### config.mk
export PLATFORM = sky130hd
export DESIGN_NAME = mips_fetch_stage
export DESIGN_NICKNAME = d
export VERILOG_FILES = /design/src/rtl/mips_fetch_stage.sv
export SDC_FILE = /design/constraint.sdc
export NUM_CORES = 1
export LEC_CHECK = 0
export ABC_AREA = 1
export CORE_ASPECT_RATIO = 0.7
export CORE_MARGIN = 8
export CORE_UTILIZATION = 58
export DETAILED_ROUTE_END_ITERATION = 10
export DONT_BUFFER_PORTS = 1
export PLACE_DENSITY = 0.76
export SKIP_CTS_REPAIR_TIMING = 1
export SLEW_MARGIN = 30
export SYNTH_ARGS = -nofsm -noshare
export SYNTH_HDL_FRONTEND = slang
export SYNTH_SLANG_ARGS = --single-unit
### constraint.sdc
create_clock -name clk -period 1.9 [get_ports clk]
set_input_delay 0.19 -clock clk [delete_from_list [all_inputs] [get_ports clk]]
set_output_delay 0.19 -clock clk [all_outputs]
set_load 0.01 [all_outputs]
### src/rtl/mips_fetch_stage.sv
// MIPS instruction-fetch stage with IF/ID pipeline register and one-entry skid buffer.
// Optional FETCH_PERF_CNT_EN adds saturating fetched/flushed event counters.
module mips_fetch_stage #(
  parameter int unsigned     PC_W     = 32,
  parameter logic [PC_W-1:0] RESET_PC = '0
) (
  input  logic            clk,
  input  logic            reset,
  output logic            imem_req,
  output logic [PC_W-1:0] imem_addr,
  input  logic            imem_ack,
  input  logic [31:0]     imem_rdata,
  input  logic            stall,
  input  logic            branch_taken,
  input  logic [PC_W-1:0] branch_target,
  input  logic            jump,
  output logic [31:0]     if_id_instr,
  output logic [PC_W-1:0] if_id_pc4,
  output logic            if_id_valid,
`ifdef FETCH_PERF_CNT_EN
  output logic [15:0]     perf_fetched,
  output logic [15:0]     perf_flushed,
`endif
  output logic [5:0]      opcode
);

  typedef enum logic [1:0] {S_FETCH, S_SKID, S_KILL} state_t;

  state_t          r_state, w_nxt_state;
  logic            r_req_en;
  logic [PC_W-1:0] r_pc, w_nxt_pc;
  logic [PC_W-1:0] r_kill_addr, w_nxt_kill_addr;
  logic [31:0]     r_skid_instr, w_nxt_skid_instr;
  logic [PC_W-1:0] r_skid_pc4, w_nxt_skid_pc4;
  logic [31:0]     r_if_instr, w_nxt_if_instr;
  logic [PC_W-1:0] r_if_pc4, w_nxt_if_pc4;
  logic            r_if_valid, w_nxt_if_valid;

  logic            w_req;
  logic            w_ack;
  logic            w_redirect;
  logic [PC_W-1:0] w_target;
  logic [PC_W-1:0] w_pc4;

  // r_req_en keeps the request low for the first edge after reset so a stale ack is ignored
  assign w_req      = r_req_en && (r_state != S_SKID);
  assign w_ack      = imem_ack && w_req;
  assign w_redirect = branch_taken || jump;
  assign w_pc4      = r_pc + PC_W'(4);
  assign w_target   = branch_taken ? branch_target
                                   : {r_if_pc4[PC_W-1:28], r_if_instr[25:0], 2'b00};

  assign imem_req    = w_req;
  assign imem_addr   = (r_state == S_KILL) ? r_kill_addr : r_pc;
  assign if_id_instr = r_if_valid ? r_if_instr : '0;
  assign if_id_pc4   = r_if_pc4;
  assign if_id_valid = r_if_valid;
  assign opcode      = if_id_instr[31:26];

  always_comb begin
    w_nxt_state      = r_state;
    w_nxt_pc         = r_pc;
    w_nxt_kill_addr  = r_kill_addr;
    w_nxt_skid_instr = r_skid_instr;
    w_nxt_skid_pc4   = r_skid_pc4;
    w_nxt_if_instr   = r_if_instr;
    w_nxt_if_pc4     = r_if_pc4;
    w_nxt_if_valid   = r_if_valid;

    if (w_redirect) begin
      // Redirect beats stall; an unacked request must drain before the target is issued
      w_nxt_pc         = w_target;
      w_nxt_skid_instr = '0;
      w_nxt_skid_pc4   = '0;
      w_nxt_if_instr   = '0;
      w_nxt_if_pc4     = '0;
      w_nxt_if_valid   = 1'b0;
      if (w_req && !w_ack) begin
        w_nxt_state     = S_KILL;
        w_nxt_kill_addr = imem_addr;
      end else begin
        w_nxt_state = S_FETCH;
      end
    end else begin
      unique case (r_state)
        S_FETCH: begin
          if (w_ack) begin
            if (stall) begin
              w_nxt_skid_instr = imem_rdata;
              w_nxt_skid_pc4   = w_pc4;
              w_nxt_state      = S_SKID;
            end else begin
              w_nxt_if_instr = imem_rdata;
              w_nxt_if_pc4   = w_pc4;
              w_nxt_if_valid = 1'b1;
              w_nxt_pc       = w_pc4;
            end
          end else if (!stall) begin
            w_nxt_if_instr = '0;
            w_nxt_if_pc4   = '0;
            w_nxt_if_valid = 1'b0;
          end
        end
        S_SKID: begin
          if (!stall) begin
            w_nxt_if_instr = r_skid_instr;
            w_nxt_if_pc4   = r_skid_pc4;
            w_nxt_if_valid = 1'b1;
            w_nxt_pc       = w_pc4;
            w_nxt_state    = S_FETCH;
          end
        end
        S_KILL: begin
          if (w_ack) begin
            w_nxt_state = S_FETCH;
          end
          if (!stall) begin
            w_nxt_if_instr = '0;
            w_nxt_if_pc4   = '0;
            w_nxt_if_valid = 1'b0;
          end
        end
        default: w_nxt_state = S_FETCH;
      endcase
    end
  end

  always_ff @(posedge clk or negedge reset) begin
    if (!reset) begin
      r_state      <= S_FETCH;
      r_req_en     <= 1'b0;
      r_pc         <= RESET_PC;
      r_kill_addr  <= RESET_PC;
      r_skid_instr <= '0;
      r_skid_pc4   <= '0;
      r_if_instr   <= '0;
      r_if_pc4     <= '0;
      r_if_valid   <= 1'b0;
    end else begin
      r_state      <= w_nxt_state;
      r_req_en     <= 1'b1;
      r_pc         <= w_nxt_pc;
      r_kill_addr  <= w_nxt_kill_addr;
      r_skid_instr <= w_nxt_skid_instr;
      r_skid_pc4   <= w_nxt_skid_pc4;
      r_if_instr   <= w_nxt_if_instr;
      r_if_pc4     <= w_nxt_if_pc4;
      r_if_valid   <= w_nxt_if_valid;
    end
  end

`ifdef FETCH_PERF_CNT_EN
  logic        w_fetch_evt;
  logic [15:0] r_perf_fetched, r_perf_flushed;

  assign w_fetch_evt = !w_redirect && !stall &&
                       ((r_state == S_SKID) || ((r_state == S_FETCH) && w_ack));

  always_ff @(posedge clk or negedge reset) begin
    if (!reset) begin
      r_perf_fetched <= '0;
      r_perf_flushed <= '0;
    end else begin
      if (w_fetch_evt && (r_perf_fetched != '1)) r_perf_fetched <= r_perf_fetched + 16'd1;
      if (w_redirect && (r_perf_flushed != '1)) r_perf_flushed <= r_perf_flushed + 16'd1;
    end
  end

  assign perf_fetched = r_perf_fetched;
  assign perf_flushed = r_perf_flushed;
`endif

endmodule
==> out/qor.yml <==
status:
  outcome: "finished, violations left"
  violations: "hold timing, setup timing"
final_layout:
  syn_to_final_growth_pct: 24.96
  final_area_um2: 14320
  layout.cells.non_filler: 2055
  nets: 1847
  final_util: 0.7312
  fillers: 1539
  n_antenna_cell: 0
  drive_gt1_frac: 0.1395
power_and_ir_drop:
  p_leak_nw: 6.941
  internal_power_w: 0.007601
  combPwrFrac: 0.269
  peakVddDrop_mv: 0.6103
  swShare: 0.3424
  p_switching_w: 0.003958
  powerDensity_nw_per_um2: 807.3
  seqPwrFrac: 0.427
  pwr-share-clk: 0.304
placement:
  dp_slack_ns: -0.02125
  dp.cells: 1951
  gp_congestion: 0.9672
  hpwl_um: 27690
  port_buffers: 0
  place_area_um2: 12380
yosys:
  synth_nets: 1760
  ys_ff_latch: 196
  postSynthAreaPerCell_um2: 6.796
  ys_warn_count: 0
  synthXorXnorAreaFrac: 0.004586
  synth_top_family_by_area: "simple AND/OR/NAND/NOR gates"
  synth_mux_area_frac: 0
  synth_compound_area_frac: 0.1640
  mappedNetlistArea_um2: 11460
  synth_cells: 1686
  yosys.area_share.simple: 0.3154
  synth-adder-area-share: 0.004368
  ys_seq_area_frac: 0.4280
  synthDistinctLibCells: 33
job:
  maxCapViolCount: 0
sta:
  min_period_ns: 2.070
  slew_viol_final: 0
  rsz0062_at_grt: "yes"
  hold_ws_ns: -0.5571
  fmax_mhz: 483.2
  finClkSkew_ns: 0.01049
  finalHoldViolations: 196
  layout_worst_path_cycle_share: 1.089
  tns_ns: -4.379
  fin_ws_ns: -0.1697
  slew_headroom: 0.6481
  setup_violations: 61
  tightest_slew_ns: 0.5279
drt:
  wl_um: 44140
  drtAntennaViolNets: 0
  post_drt_wl_per_cell_um: 21.48
  drc: 0
  firstDrtPassIters: 8
  drt_iter0_markers: 2294
  vias: 12560
  avgViaCountPerCell: 6.113
clocking:
  cts_sinks: 196
  clock_latency_ns: 0.44
  h-tree-depth: 4
  cts.reportedPaths.clkPinSlew_ns: 0.07
  cts_buffer_depth: 2
  numCtsBuffers: 17
  cts_tree: "built"
  cts.root.buffer_cell: "clkbuf_16"
global_route:
  grt_max_degree: 197
  grt_pass1_wl_um: 60980
  grt_pass1_vias: 10580
  antenna_found_initial: 0
  overflow: 0
  track_usage: 0.3181
floorplanning:
  fp.dieH_um: 133.6
  start_util: 0.5851
  dieArea_um2: 24580
  die_w_um: 184.0
  core.rowCount: 43
  boundaryPins: 174
  core-area_um2: 19580
critical_path:
  arrival_ns: 1.88
  crit_chain: "buf_4 -> ha_4 -> clkbuf_16 -> clkbuf_16 -> o21ai_4 -> buf_6"
  critPathBufInv: 4
  cp-end-kind: "output port"
  cpMostUsedCell: "clkbuf_16"
  crit_slowest_cell: "dfrtp_1"
  cp_slowest_stage_delay_ns: 0.41
  criticalPathCategory: "flop to output port"
  required_ns: 1.71
  cp_top_family: "buffers and inverters"
  critPathLaunchType: "flop"
  crit_fanout: 5
min_path:
  worstHoldPathType: "primary input to asynchronous set/reset pin"
[worst register-to-register path: cells and delay by family (launching register included)]
kind / cells / cell delay [ns]
AO/OA/AOI/OAI: 3 / 0.45
flip-flops: 1 / 0.41
buffers and inverters: 6 / 0.74
adder cells (fa/ha/maj): 1 / 0.21
AND/OR/NAND/NOR: 2 / 0.13
[registers in the layout, summed over array words and instances, names as in the netlist]
signal / count
r_state: 2
r_pc: 32
r_kill_addr: 32
if_id_pc4: 32
if_id_valid: 1
r_req_en: 1
r_skid_instr: 32
r_if_instr: 32
r_skid_pc4: 32
[metrics by stage]
step | hold slack (ns) | power (W)
final | -0.5571 | 0.01156
after global routing | -0.5780 | 0.01194
after CTS | -0.5706 | 0.01077
after detailed placement | -0.09856 | 0.007335
after global placement | -0.09703 | 0.007270
after floorplan | -0.1056 | 0.006333
[power by group through the flow]
stage | clock (W) | sequential (W) | combinational [W]
2_1_floorplan | 0 | 0.00486 | 0.00147
3_3_place_gp | 0 | 0.00496 | 0.00231
3_5_place_dp | 0 | 0.00497 | 0.00237
4_1_cts | 0.00350 | 0.00489 | 0.00238
5_1_grt | 0.00366 | 0.00496 | 0.00332
6_report | 0.00351 | 0.00493 | 0.00311
[worst paths after layout]
check / start / to / slack [ns] / cells after the start
setup / recovery: r_state[1] / imem_addr[12] / -0.17 / 6
hold / removal: reset / r_if_instr[27] / -0.56 / 0
setup reg to reg: r_state[1] / r_if_instr[26] / -0.10 / 12
hold reg to reg: r_skid_pc4[26] / r_skid_pc4[26] / 0.48 / 2
max in group asynchronous: reset / r_kill_addr[13] / 2.00 / 0
min in group clk: branch_target[17] / r_pc[17] / 0 / 4
[metal layers]
layer  track usage  vias up  part of all wire  wire length [um]
met5             0        -                 0                 0
met4       0.08803        0             0.031              1352
met3        0.1107      139              0.16              6940
met2        0.4401      999              0.42             18320
met1        0.4610     5833              0.40             17520
li1              -     5591                 -                 -
[synth_stat cells]
library cell / n / area [um2]
buf_2: 31 / 155.2
a22o_1: 14 / 122.6
buf_1: 11 / 41.29
ha_1: 4 / 50.05
o22ai_1: 5 / 31.28
nand2_2: 3 / 18.77
and2_1: 1 / 6.260
o221ai_1: 18 / 157.7
dfrtp_1: 196 / 4905
nor2_4: 3 / 33.78
a21oi_1: 54 / 270.3
o211ai_1: 32 / 240.2
a211oi_1: 1 / 7.510
nor3_2: 2 / 20.02
nand2_1: 706 / 2650
o31ai_1: 1 / 7.510
inv_2: 12 / 45.04
o21ai_1: 32 / 160.2
a22oi_1: 8 / 60.06
nand3_1: 79 / 395.4
inv_1: 111 / 416.7
nand4_1: 1 / 6.260
buf_6: 2 / 22.52
clkbuf_1: 57 / 214.0
or2_2: 1 / 6.260
xor2_1: 6 / 52.55
o21ai_0: 145 / 725.7
o2111ai_1: 1 / 8.760
conb_1: 1 / 3.750
nor2_1: 125 / 469.2
nand3b_1: 1 / 7.510
buf_4: 8 / 60.06
a31oi_1: 14 / 87.58
[cell type report]
cell class | count | area, um2 | area share
multi-input cells | 1258 | 6007 | 0.4195
well taps | 270 | 337.8 | 0.02359
inverters | 123 | 474.2 | 0.03312
clock inverters | 11 | 76.32 | 0.005330
clock buffers | 20 | 466.7 | 0.03259
repair buffers | 177 | 2052 | 0.1433
flip-flops and latches | 196 | 4905 | 0.3425
[logic make-up after synthesis]
kind of cell	Yosys count
AOI/OAI and AO/OA	325
xor gates and xnor gates	6
adders and majority gates	4
buffers and inverters	232
DFF	196
other	1
and+or+nand+nor	922
[cells in the final DEF (no fill, tap or decap), drive strengths merged]
master / n
a211oi: 1
a21oi: 54
a22o: 14
a22oi: 8
a31oi: 14
and2: 1
buf: 128
clkbuf: 31
clkinv: 9
clkinvlp: 1
conb: 1
dfrtp: 196
dlygate4sd3: 38
ha: 4
inv: 124
nand2: 709
nand3: 79
nand3b: 1
nand4: 1
nor2: 128
nor3: 2
o2111ai: 1
o211ai: 32
o21ai: 177
o221ai: 18
o22ai: 5
o31ai: 1
or2: 1
xor2: 6
No activity file was read; power rests on OpenSTA's default activity.
